### src/rtl/pulse_stretcher_pkg.sv
// Shared types and helpers for the pulse stretcher and its one-shot input stage.
//   t_stretch_state : stretcher FSM states (2'b11 unused).
//   t_oneshot_state : level-to-pulse FSM states.
//   cnt_width()     : down-counter width able to hold HOLD_CYCLES-1 and GAP_CYCLES-1.
package pulse_stretcher_pkg;

  typedef enum logic [1:0] {
    ST_IDLE = 2'b00,
    ST_HOLD = 2'b01,
    ST_GAP  = 2'b10
  } t_stretch_state;

  typedef enum logic {
    OS_LOW  = 1'b0,
    OS_HIGH = 1'b1
  } t_oneshot_state;

  // At least 2 so the counter is never zero bits wide.
  function automatic int cnt_width(input int hold_cycles, input int gap_cycles);
    int m;
    m = 2;
    if (hold_cycles > m) m = hold_cycles;
    if (gap_cycles > m) m = gap_cycles;
    return $clog2(m);
  endfunction

endpackage

### src/rtl/one_shot_fsm.sv
// Level-to-pulse converter: emits a single registered one-clock pulse on every
// low-to-high transition of x.
// Ports:
//   clk : system clock, posedge
//   rst : synchronous reset, active-high
//   x   : level input
//   y   : registered one-clock pulse, one clock after the rising level is sampled
module one_shot_fsm
  import pulse_stretcher_pkg::*;
(
  input  logic clk,
  input  logic rst,
  input  logic x,
  output logic y
);

  t_oneshot_state state_reg, state_next;
  logic           pulse_next;
  logic           y_reg;

  always_comb begin
    state_next = state_reg;
    pulse_next = 1'b0;
    case (state_reg)
      OS_LOW: begin
        if (x) begin
          state_next = OS_HIGH;
          pulse_next = 1'b1;
        end
      end
      OS_HIGH: begin
        // Stay armed-off until the level drops, so a held level fires once.
        if (!x) state_next = OS_LOW;
      end
      default: state_next = OS_LOW;
    endcase
  end

  always_ff @(posedge clk) begin
    if (rst) begin
      state_reg <= OS_LOW;
      y_reg     <= 1'b0;
    end else begin
      state_reg <= state_next;
      y_reg     <= pulse_next;
    end
  end

  assign y = y_reg;

endmodule

### src/rtl/pulse_stretcher_fsm.sv
// Pulse stretcher: turns single-cycle events into a level held for HOLD_CYCLES
// clocks, followed by at least GAP_CYCLES low clocks before the next level.
// Parameters:
//   HOLD_CYCLES : clocks y stays high per accepted event (>= 1)
//   GAP_CYCLES  : minimum low clocks between levels (0 = no gap)
//   RETRIGGER   : 1 = event during hold restarts it; 0 = one-deep queue
//   LEVEL_IN    : 1 = x is a level, converted to a pulse by one_shot_fsm
// Ports:
//   clk     : system clock, posedge
//   rst     : synchronous reset, active-high
//   x       : event input (pulse, or level when LEVEL_IN=1)
//   y       : registered stretched level
//   busy    : registered; high while not idle or an event is queued
//   dropped : registered one-clock pulse when an event is discarded
module pulse_stretcher_fsm
  import pulse_stretcher_pkg::*;
#(
  parameter int HOLD_CYCLES = 4,
  parameter int GAP_CYCLES  = 2,
  parameter int RETRIGGER   = 0,
  parameter int LEVEL_IN    = 0
) (
  input  logic clk,
  input  logic rst,
  input  logic x,
  output logic y,
  output logic busy,
  output logic dropped
);

  localparam int CW = cnt_width(HOLD_CYCLES, GAP_CYCLES);
  localparam logic [CW-1:0] HOLD_LOAD = CW'(HOLD_CYCLES - 1);
  localparam logic [CW-1:0] GAP_LOAD  = (GAP_CYCLES > 0) ? CW'(GAP_CYCLES - 1) : '0;
  localparam logic [CW-1:0] CNT_ONE   = CW'(1);

  generate
    if (HOLD_CYCLES < 1) begin : g_hold_check
      $error("pulse_stretcher_fsm: HOLD_CYCLES must be >= 1");
    end
    if (GAP_CYCLES < 0) begin : g_gap_check
      $error("pulse_stretcher_fsm: GAP_CYCLES must be >= 0");
    end
  endgenerate

  // Event source: raw pulse, or a level reduced to its rising-edge pulse.
  logic ev;

  generate
    if (LEVEL_IN != 0) begin : g_level_in
      one_shot_fsm u_one_shot (
        .clk (clk),
        .rst (rst),
        .x   (x),
        .y   (ev)
      );
    end else begin : g_pulse_in
      assign ev = x;
    end
  endgenerate

  t_stretch_state  state_reg, state_next;
  logic [CW-1:0]   cnt_reg, cnt_next;
  logic            pending_reg, pending_next;
  logic            drop_next;
  logic            y_reg, busy_reg, dropped_reg;

  always_comb begin
    state_next   = state_reg;
    cnt_next     = cnt_reg;
    pending_next = pending_reg;
    drop_next    = 1'b0;
    case (state_reg)
      ST_IDLE: begin
        if (ev) begin
          state_next = ST_HOLD;
          cnt_next   = HOLD_LOAD;
        end
      end
      ST_HOLD: begin
        if ((RETRIGGER != 0) && ev) begin
          cnt_next = HOLD_LOAD;
        end else begin
          // Queue the event (only reachable with RETRIGGER=0 when ev is high).
          if (ev) begin
            if (pending_reg) drop_next = 1'b1;
            else             pending_next = 1'b1;
          end
          if (cnt_reg == '0) begin
            if (GAP_CYCLES > 0) begin
              state_next = ST_GAP;
              cnt_next   = GAP_LOAD;
            end else if (pending_reg || ev) begin
              // No gap: service the queued event immediately. An event on the
              // same edge merges into this service rather than being dropped.
              cnt_next     = HOLD_LOAD;
              pending_next = 1'b0;
              drop_next    = 1'b0;
            end else begin
              state_next = ST_IDLE;
            end
          end else begin
            cnt_next = cnt_reg - CNT_ONE;
          end
        end
      end
      ST_GAP: begin
        if (cnt_reg == '0) begin
          // Last gap clock: a simultaneous event merges into the service.
          if (pending_reg || ev) begin
            state_next   = ST_HOLD;
            cnt_next     = HOLD_LOAD;
            pending_next = 1'b0;
          end else begin
            state_next = ST_IDLE;
          end
        end else begin
          cnt_next = cnt_reg - CNT_ONE;
          if (ev) begin
            if (pending_reg) drop_next = 1'b1;
            else             pending_next = 1'b1;
          end
        end
      end
      default: begin
        state_next   = ST_IDLE;
        cnt_next     = '0;
        pending_next = 1'b0;
      end
    endcase
  end

  always_ff @(posedge clk) begin
    if (rst) begin
      state_reg   <= ST_IDLE;
      cnt_reg     <= '0;
      pending_reg <= 1'b0;
      y_reg       <= 1'b0;
      busy_reg    <= 1'b0;
      dropped_reg <= 1'b0;
    end else begin
      state_reg   <= state_next;
      cnt_reg     <= cnt_next;
      pending_reg <= pending_next;
      // Outputs are registered from the current state, so y trails it by one clock.
      y_reg       <= (state_reg == ST_HOLD);
      busy_reg    <= (state_reg != ST_IDLE) || pending_reg;
      dropped_reg <= drop_next;
    end
  end

  assign y       = y_reg;
  assign busy    = busy_reg;
  assign dropped = dropped_reg;

endmodule

### config.mk
export PLATFORM = sky130hd
export DESIGN_NAME = pulse_stretcher_fsm
export DESIGN_NICKNAME = d
export VERILOG_FILES = /design/src/rtl/pulse_stretcher_pkg.sv /design/src/rtl/one_shot_fsm.sv /design/src/rtl/pulse_stretcher_fsm.sv
export SDC_FILE = /design/constraint.sdc
export NUM_CORES = 1
export LEC_CHECK = 0
export CORE_AREA = 2 2 39 41
export DETAILED_ROUTE_END_ITERATION = 6
export DIE_AREA = 0 0 41 43
export PLACE_DENSITY = 0.53
export SLEW_MARGIN = 5
export SYNTH_ARGS = -nofsm -noshare
export SYNTH_HDL_FRONTEND = slang
export SYNTH_HIERARCHICAL = 1
export SYNTH_SLANG_ARGS = --single-unit
### constraint.sdc
create_clock -name clk -period 2.3 [get_ports clk]
set_input_delay 0.575 -clock clk [delete_from_list [all_inputs] [get_ports clk]]
set_output_delay 0.575 -clock clk [all_outputs]
set_load 0.02 [all_outputs]
* Word level (Yosys, flattened, before mapping)
Index checks and enable logic that the tools add are counted. Widths: inputs -> output; s select.
Cells by class: bitwise logic cells 1, reduce and logical (&&, ||, !) cells 8, mux-type cells 18, add/sub/neg operators 1, eq/ne operators 6
Operator list (number):
- $mux 2 | 7
- $pmux 2 s3 | 2
- $mux 1 | 7
- $ne 2x2->1 const B | 3
- $logic_not 2->1 | 2
- $reduce_and 2->1 | 2
- $ne 3x3->1 const B | 1
- $pmux 1 s3 | 1
- $reduce_and 3->1 | 1
- $eq 2x1->1 const B | 1
- $eq 2x2->1 const B | 1
- $logic_or 1x1->1 | 2
- $pmux 1 s2 | 1
- $reduce_bool 2->1 | 1
- $sub 2x1->2 const B | 1
- $not 1->1 | 1
Storage, ports and cells: word-level logic and storage cells 40, register bits after elaboration 8, input bits 3, output and inout bits 3

* Depth between registers and ports, before layout
Gate-level depths: netlist of the first run.
depth after elaboration 4, gate-level depth with buffers 6, depth with buffers taken out 6

* Worst setup path after synthesis of the first run
No wires, ideal clock.
path kind reg-to-reg, start register state_reg[0], end register cnt_reg[1], arrival 1.280 ns, path buffers 0, stages on the path, launching flop included 7, library setup time 0.126 ns, setup slack 0.894 ns, period minus slack after synthesis 1.406 ns, path through dfxtp_1 inv_1 ha_1 nor2b_2 a31oi_2 mux2i_1 nor2_1
Between the ends: word-level cells in the longest chain between the ends 3, elaborated cells between the ends (all ways) 7, those cells by class 4 x eq/ne; 1 x mux; 2 x reduce/logical
Ends and longest elaborated chain:
- from (decl) | RTL line pulse_stretcher_fsm.sv:61 | t_stretch_state state_reg, state_next;
- from (signal assigned) | RTL line pulse_stretcher_fsm.sv:141 | state_reg <= state_next;
- $eq 2x2->1 / $logic_not 2->1 (equally long branches) | RTL line pulse_stretcher_fsm.sv:72 | case (state_reg)
- $ne 3x3->1 (no source line) / $ne 2x2->1 (equally long branches)
- $reduce_and 2->1 (no source line)
- to (signal assigned) | RTL line pulse_stretcher_fsm.sv:142 | cnt_reg <= cnt_next;
- to (decl) | RTL line pulse_stretcher_fsm.sv:62 | logic [CW-1:0] cnt_reg, cnt_next;
Parallel ways exist; a longest one is shown, timed or not. A chain may end at the register's enable or synchronous reset.

* Worst setup path in the final report of the first run
start register busy_reg, in the netlist busy, end output port busy
RTL lines:
- from (decl) | RTL line pulse_stretcher_fsm.sv:65 | logic y_reg, busy_reg, dropped_reg;
- from (signal assigned) | RTL line pulse_stretcher_fsm.sv:146 | busy_reg <= (state_reg != ST_IDLE) || pending_reg;
- to (decl) | RTL line pulse_stretcher_fsm.sv:27 | output logic busy,
No word-level cell between the ends.

==> impl_results.md, run 1 <==
- DRT antenna net count: 0
- Internal Power: 391 uW
- Final hold vios: 0
- Detailed-route via count: 364
- Max Clk Rate: 583 MHz
- DRC Markers: 0
- TritonCTS Buffers: 3
- Max-Cap Viols: 0
- Setup WS pre-CTS: 456 ps
- Synth Register Bits: 8
- HPWL after detailed placement: 634 microns
- Worst reg2reg endpoint: cnt_reg[1]
- First DRT Iteration DRCs: 4
- Horiz. Die Dim: 41 microns
- Drt total wl: 811 microns
- CP endpoint kind: output pin
- Nets: 75
- Area contributors post-synth: dfxtp_1 34%, ha_1 21%, a21oi_1 8.5%
- CTS resizes: 0
- Switch Pwr: 250 uW
- Post-synth cell types: 19
- Post-synth top area cell: dfxtp_1
- Die area: 1760 sq um
- Syn nets: 66
- Initial core utilization: 0.341
- R2r worst-path depth: 6
- Power density over the cells: 1140 nW/um^2
- WL per Instance: 10.4 microns
- Post-synth EDFFs: 0
- Core area: 1380 sq um
- Minimum clock period: 1720 ps
- Leakage: 0.000242 uW
- GRT overflow: 0
- Worst path max stage delay: 590 ps
- Global Route Usage Sum: 0.120
- Drt pass-1 iters: 4
- Final Power: 641 uW
- Hold path depth: 2
- Worst path required time: 1730 ps
- Ys Warns: 6
- Post-layout util: 0.405
- Register area share after synthesis: 0.340
- IO Count: 6
- Number of global-route vias before repair: 338
- Commonest cells in the netlist: 8 x a21oi_1, 8 x dfxtp_1, 8 x ha_1, 8 x inv_1, 3 x nor2_1
- Largest net degree at the start of global routing: 10
- Crit path DAT: 1140 ps
- Filler instances: 129
- Delay-heaviest family, CP: buffers and inverters
- Fin Hold WS: 495 ps
- Worst setup path class: reg2out
- Run status: completed
- RR Startpoint: state_reg[0]
- Slew Viols, Final: 0
- Hold Path Sink: dropped
- CTS H-tree depth: 1
- Worst VDD drop: 0.502 mV
- Syn_area_per_cell: 8.58 sq um
- CTS tree: built
- Worst setup SP type: register
- Post-CTS Hold Buffers: 0
- First-pass GRT wire length: 1.39 mm
- Post-CTS setup buffer count: 0
- Die H: 43 microns
- Combinational share of power: 0.496
- ANT cells: 0
- TNS Setup: 0 ps
- Layout Area Growth over Synthesis: 18.8%
- Share of the synthesized area in the top cell type: 0.340
- Avg Vias per Cell: 4.67
- Slowest CP cell: clkdlybuf4s50_1
- Unrepaired setup endpoints after global routing: false
- Site Rows: 14
- Worst hold start: pending_reg
- Final period util: 0.746
- Crit path depth: 1
- Clock latency on the worst-skew pair: 250 ps
- Worst Path Buf+Inv: 1
- HP Class: reg2reg
- Sw Ratio: 0.390
- Clk_skew: 6.86 ps
- Layout cells sized above 1: 0.0806
- Flop pwr share: 0.343
- R2R Setup Slk: 760 ps
- Worst path cell trace: clkdlybuf4s50_1
- Crit Path Max Fanout: 1
- Mapped Cells: 55
- Clk slew on worst S/H paths: 50 ps
- Worst-margin pin slew: 334 ps
- Clock Tree Root: clkbuf_4
- GP Congestion: 0.744
- Final setup fails: 0
- Async S/R FF share, synth: 0
- Setup ws final: 584 ps
- Post-synthesis cell area: 472 sq um
- Clock power share: 0.162
- Synth Flop Type: dfxtp_1
- Slew HR: 0.776
- Clk sinks: 8
- CTS max path bufs: 2
- I/O Buffers: 5
- Initial antenna violation count: 0
layout make-up:
class,instances,area [sq um],share of cell area
multi-input combinational,38,278,0.496
sequential,8,160,0.286
timing repair buffer,5,50.0,0.0893
inverter,8,30.0,0.0536
clock buffer,3,22.5,0.0402
tap,16,20.0,0.0357
per-layer routing:
| metal | global-route usage | vias up | wire length, microns |
|---|---|---|---|
| met5 | 0 | - | 0 |
| met4 | 0.0400 | 0 | 0 |
| met3 | 0.0785 | 0 | 31 |
| met2 | 0.159 | 6 | 380 |
| met1 | 0.152 | 160 | 399 |
| li1 | - | 198 | - |
layout by cell type, fill, tap and decap left out, types with 2 or more instances in the layout:
master / count
inv_1: 8
nor2b_1: 2
ha_1: 8
o21ai_0: 2
clkdlybuf4s50_1: 5
dfxtp_1: 8
mux2i_1: 2
a21oi_1: 8
nor2_1: 3
clkbuf_4: 3
nor3_1: 2
o21ai_1: 2
nand2_1: 2
how the worst max path moves through the flow:
stage	start	slack [ps]	to
global placement	x	490	cnt_reg[1]
detailed placement	x	460	cnt_reg[1]
finish	busy	580	busy
CTS	dropped	570	dropped
global route	dropped	530	dropped
floorplan	state_reg[0]	890	cnt_reg[1]
tightest hold or removal path, delay by kind of cell (launching register included):
family        cells  cell delay [ps]
flops             1              340
simple gates      2              110
power groups by stage:
stage               combinational (uW)  sequential (uW)  clock, uW
global route                       361              226        119
CTS                                321              220        110
global placement                   324              223          0
floorplan                          228              232          0
detailed placement                 319              223          0
finish                             318              220        104
logic make-up after synthesis:
logic type,Yosys count,share of synthesized area
AO/OA/AOI/OAI,16,0.202
AND/OR/NAND/NOR,12,0.133
buffers and inverters,9,0.0716
adder cells (fa/ha/maj),8,0.212
flip-flops,8,0.340
multiplexers,2,0.0424
per-stage QoR:
step / std cells / area (sq um)
3_3_place_gp: 75 / 538
3_5_place_dp: 75 / 538
2_1_floorplan: 55 / 472
6_report: 78 / 561
4_1_cts: 78 / 561
5_1_grt: 78 / 561
Note: power is estimated with default switching activity, not from simulation.
==> inputs of run 2 (changes only) <==
Settings changed: PLACE_DENSITY 0.53 to 0.55.
Clock period 2.3 ns to 1.5 ns, I/O delays scaled along.
==> run 2 against run 1 <==
Compared with the run above:
- final cell count is 9.0% higher
- routed wire length is 18% higher
- sequential cell count unchanged
- hold slack got worse by 0.57 ps
- highest routed layer unchanged
- combinational power up 81%
- largest cell class unchanged
- clock power rose by 56%
- sequential power increased by 52%
- global-route usage up 2.3 points
- clock skew is 3.1 ps lower
- setup slack lost 480 ps
- cell area rose by 10%
==> impl_results.md, run 2 (synthesis results as in run 1) <==
- Run status: completed
- Drt total wl: 954 microns (+18%)
- GP Congestion: 0.750 (+0.77%)
- CTS max path bufs: 2 (unchanged)
- Die H: 43 microns (unchanged)
- HPWL after detailed placement: 725 microns (+14%)
- Finished Layout Cells: 85 (+9.0%)
- Initial core utilization: 0.341 (unchanged)
- Final setup fails: 0 (unchanged)
- Post-CTS Hold Buffers: 0 (unchanged)
- R2R Setup Slk: 100 ps (-660 ps)
- Worst setup path class: reg2reg
- First DRT Iteration DRCs: 2 (-2)
- Core area: 1380 sq um (unchanged)
- DRC Markers: 0 (unchanged)
- Minimum clock period: 1400 ps
- Inst Count DP: 82 (+9.3%)
- Max Clk Rate: 716 MHz
- Hold path depth: 2 (unchanged)
- Slew HR: 0.849 (+0.0720)
- Site Rows: 14 (unchanged)
- Filler instances: 140 (+8.5%)
- ANT cells: 0 (unchanged)
- Final period util: 0.931
- Post-layout util: 0.448 (+0.0425)
- Global Route Usage Sum: 0.143 (+0.0233)
- Clock power share: 0.151 (-0.011)
- Internal Power: 649 uW (+66%)
- Clk_skew: 3.76 ps (-3.10 ps)
- Combinational share of power: 0.537 (+0.041)
- I/O Buffers: 5 (unchanged)
- Worst path max stage delay: 360 ps (-230 ps)
- RR Startpoint: state_reg[0]
- DP Area: 591 sq um (+9.8%)
- R2r worst-path depth: 6 (unchanged)
- Final hold vios: 0 (unchanged)
- Crit Path Max Fanout: 5 (+4)
- Worst reg2reg endpoint: cnt_reg[0]
- Clock latency on the worst-skew pair: 250 ps (about the same)
- Horiz. Die Dim: 41 microns (unchanged)
- Slowest CP cell: dfxtp_2
- Detailed-route via count: 414 (+14%)
- CTS H-tree depth: 1 (unchanged)
- Layout Area Growth over Synthesis: 31.3%
- Hold Path Sink: dropped
- Power density over the cells: 1730 nW/um^2 (+52%)
- First-pass GRT wire length: 1.66 mm (+19%)
- Initial antenna violation count: 0 (unchanged)
- Worst VDD drop: 0.816 mV (+63%)
- Design area: 619 sq um (+10%)
- Clk sinks: 8 (unchanged)
- Number of global-route vias before repair: 392 (+16%)
- IO Count: 6 (unchanged)
- Worst-margin pin slew: 226 ps (-108 ps)
- Most frequent cells in the layout: 8 x inv_1, 8 x a21oi_1, 8 x ha_1
- Drt pass-1 iters: 3 (-1)
- Largest net degree at the start of global routing: 7 (-3)
- Nets: 82 (+9.3%)
- Worst path required time: 1640 ps (-90 ps)
- Clock Tree Root: clkbuf_4
- Die area: 1760 sq um (unchanged)
- Worst setup SP type: register
- TritonCTS Buffers: 3 (unchanged)
- CP endpoint kind: register
- Flop pwr share: 0.312 (-0.031)
- Worst hold start: pending_reg
- Slew Viols, Final: 0 (unchanged)
- DRT antenna net count: 0 (unchanged)
- HP Class: reg2reg
- Layout cells sized above 1: 0.188 (+0.108)
- CTS tree: built
- Avg Vias per Cell: 4.87 (+4.4%)
- Unrepaired setup endpoints after global routing: false
- Sw Ratio: 0.396 (+0.00591)
- Clk slew on worst S/H paths: 50 ps (about the same)
- WL per Instance: 11.2 microns (+7.9%)
- Max-Cap Viols: 0 (unchanged)
- Crit path DAT: 1540 ps (+400 ps)
- Worst path cell trace: inv_1, ha_1, nor2b_2, a31oi_4, nor3_1, a31o_1
- Switch Pwr: 425 uW (+70%)
- Leakage: 0.000291 uW (+20%)
- GRT overflow: 0 (unchanged)
==> run 2: worst max path at each step <==
stage | to | from | cells after the start
finish | cnt_reg[0] | state_reg[0] | 6
global route | cnt_reg[0] | state_reg[0] | 6
CTS | cnt_reg[1] | state_reg[0] | 6
detailed placement | cnt_reg[1] | x | 5
global placement | cnt_reg[1] | x | 5
floorplan | cnt_reg[1] | state_reg[0] | 6
==> run 2: power groups by stage <==
stage	clock network, uW	registers [uW]	logic [uW]
after global routing	182	345	643
final	162	335	576
after CTS	170	334	555
after floorplan	0	356	350
after detailed placement	0	339	564
after global placement	0	336	565
==> run 2: through the flow <==
stage          setup TNS (ps)  power [uW]  setup WS (ps)  hold slack, ps
2_1_floorplan               0         706           94.0             450
3_3_place_gp             -136         901          -64.4             478
3_5_place_dp             -210         903          -96.0             481
4_1_cts                     0        1060           16.7             500
5_1_grt                     0        1170           5.74             527
6_report                    0        1070            104             495
==> run 2: metal layers <==
metal  up-vias  global-route usage  part of all wire
met3         0              0.0942             0.050
met5         -                   0                 0
met1       194               0.162              0.44
li1        214                   -                 -
met2         6               0.222              0.51
met4         0              0.0200                 0
==> run 2: area by class of cell <==
cell class | count | area, sq um | share of cell area
Clock buffer | 3 | 22.5 | 0.0364
Tap cell | 16 | 20.0 | 0.0323
Inverter | 8 | 30.0 | 0.0485
Timing Repair Buffer | 12 | 98.8 | 0.160
Sequential cell | 8 | 161 | 0.261
Multi-Input combinational cell | 38 | 287 | 0.463
==> run 2: timing repair <==
action                     in CTS  in global routing
setup endpoints to repair       3                  5
setup buffers                   0                  0
gates resized for setup         3                  2
==> run 2: worst max-delay path: cells and delay by family (launching register included) <==
family | cells | cell delay (ps)
flops | 1 | 360
buf+inv | 1 | 80
simple gates | 2 | 260
compound gates | 2 | 370
fa+ha+maj | 1 | 220
==> inputs of run 3 (changes only) <==
==> constraint.sdc (replaced) <==
create_clock -name clk -period 1.5 [get_ports clk]
set_input_delay 0.375 -clock clk [delete_from_list [all_inputs] [get_ports clk]]
set_output_delay 0.375 -clock clk [all_outputs]
set_load 0.05 [all_outputs]
==> run 3 against run 2 <==
Compared with the run above:
- setup slack worse by 9.5 ps
- largest cell class unchanged
- non-clock buffer count unchanged
- final cell count unchanged
- hold slack worse by 8.8 ps
- critical path type unchanged
- largest power group unchanged
==> impl_results.md, run 3 (synthesis results as in run 1) <==
- Unrepaired setup endpoints after global routing: false
- Avg Vias per Cell: 4.74 (-2.7%)
- Worst Path Buf+Inv: 1 (unchanged)
- Worst-margin pin slew: 223 ps (-3.02 ps)
- Die area: 1760 sq um (unchanged)
- Max-Cap Viols: 0 (unchanged)
- IO Count: 6 (unchanged)
- GRT overflow: 0 (unchanged)
- Initial antenna violation count: 0 (unchanged)
- Critical Path Source: state_reg[0]
- First-pass GRT wire length: 1.50 mm (-9.9%)
- Worst path max stage delay: 370 ps (about the same)
- Final hold vios: 0 (unchanged)
- Post-layout util: 0.472 (+0.0244)
- GP Congestion: 0.793 (+5.8%)
- TritonCTS Buffers: 3 (unchanged)
- Minimum clock period: 1410 ps (+9.46 ps)
- Post-CTS Hold Buffers: 0 (unchanged)
- Clk sinks: 8 (unchanged)
- Global Route Usage Sum: 0.130 (-0.0131)
- First DRT Iteration DRCs: 5 (+3)
- Worst VDD drop: 0.691 mV (-15%)
- Largest net degree at the start of global routing: 7 (unchanged)
- Drt total wl: 931 microns (-2.4%)
- HP Class: reg2reg
- Clock latency on the worst-skew pair: 250 ps (about the same)
- RR Startpoint: state_reg[0]
- Worst hold start: pending_reg
- Worst path required time: 1640 ps (about the same)
- CTS max path bufs: 2 (unchanged)
- CTS H-tree depth: 1 (unchanged)
- Slowest CP cell: dfxtp_2
- Filler instances: 135 (-3.6%)
- Crit Path Max Fanout: 5 (unchanged)
- WL per Instance: 11.0 microns (-2.4%)
- Final setup fails: 0 (unchanged)
- Clock Tree Root: clkbuf_4
- Max Clk Rate: 712 MHz (-0.67%)
- Worst path cell trace: inv_1, ha_1, or2_0, a21oi_1, mux2i_1, nor2_1
- Core area: 1380 sq um (unchanged)
- Detailed-route via count: 403 (-2.7%)
- Die H: 43 microns (unchanged)
- DRC Markers: 0 (unchanged)
- Slew Viols, Final: 0 (unchanged)
- ANT cells: 0 (unchanged)
- Delay-heaviest family, CP: flip-flops
- CP endpoint kind: register
- Layout cells sized above 1: 0.232 (+0.0435)
- Clk slew on worst S/H paths: 50 ps (about the same)
- DRT antenna net count: 0 (unchanged)
- Final period util: 0.937 (+0.00630)
- Site Rows: 14 (unchanged)
- Number of global-route vias before repair: 382 (-2.6%)
- I/O Buffers: 5 (unchanged)
- Layout Area Growth over Synthesis: 38.5%
- TNS Setup: 0 ps (unchanged)
- Drt pass-1 iters: 2 (-1)
- Clk_skew: 5.19 ps (+1.43 ps)
- Worst setup SP type: register
- Worst setup path class: reg2reg
- CTS tree: built
- Nets: 82 (unchanged)
- Horiz. Die Dim: 41 microns (unchanged)
- Most frequent cells in the layout: 8 x inv_1, 8 x a21oi_1, 8 x ha_1
- Run status: completed
- Leakage: 0.000293 uW (+0.73%)
- Crit path DAT: 1540 ps (about the same)
- Slew HR: 0.851 (+0.00202)
- Power density over the cells: 1810 nW/um^2 (+4.2%)
- Initial core utilization: 0.341 (unchanged)
run 3: tightest hold or removal path, delay by kind of cell (launching register included):
| kind | cells | cell delay [ps] |
|---|---|---|
| DFF | 1 | 340 |
| and+or+nand+nor | 2 | 110 |
run 3: worst paths after layout:
path | end | slack [ps] | depth (start not counted)
hold / removal | dropped | 490 | 2
setup reg to reg | state_reg[0] | 90 | 6
setup / recovery | state_reg[0] | 90 | 6
hold reg to reg | dropped | 490 | 2
run 3: metrics by stage:
| step | power [uW] | area, sq um | hold WS, ps | instances | setup slack [ps] |
|---|---|---|---|---|---|
| floorplan | 751 | 472 | 450 | 55 | 94.0 |
| global placement | 995 | 621 | 482 | 82 | -81.6 |
| detailed placement | 1000 | 621 | 482 | 82 | -108 |
| CTS | 1170 | 643 | 492 | 85 | 1.18 |
| global route | 1270 | 653 | 533 | 85 | 6.15 |
| finish | 1180 | 653 | 486 | 85 | 94.6 |
run 3: power by group:
| group | internal [uW] | leakage, uW | switching [uW] | total (uW) |
|---|---|---|---|---|
| clock network | 91.3 | 0.0000138 | 68.8 | 160 |
| logic | 325 | 0.000213 | 347 | 672 |
| registers | 287 | 0.0000661 | 61.6 | 349 |
run 3: cell type report:
type                       count  area, sq um  share of cell area
clock buffer                   3         22.5              0.0345
inverter                       8         30.0              0.0460
multi-input combinational     38          287               0.439
sequential                     8          161               0.247
tap                           16         20.0              0.0307
timing repair buffer          12          133               0.203
run 3: per-layer routing:
layer | share of wire | vias to the layer above | global-route usage
met3 | 0.055 | 0 | 0.0995
met4 | 0 | 0 | 0.0333
met2 | 0.48 | 7 | 0.191
met1 | 0.46 | 183 | 0.143
li1 | - | 213 | -
met5 | 0 | - | 0
run 3: repair_timing:
| action | in CTS | in global routing |
|---|---|---|
| setup endpoints to repair | 0 | 4 |
| setup buffers | 0 | 0 |
| gates resized for setup | 0 | 2 |
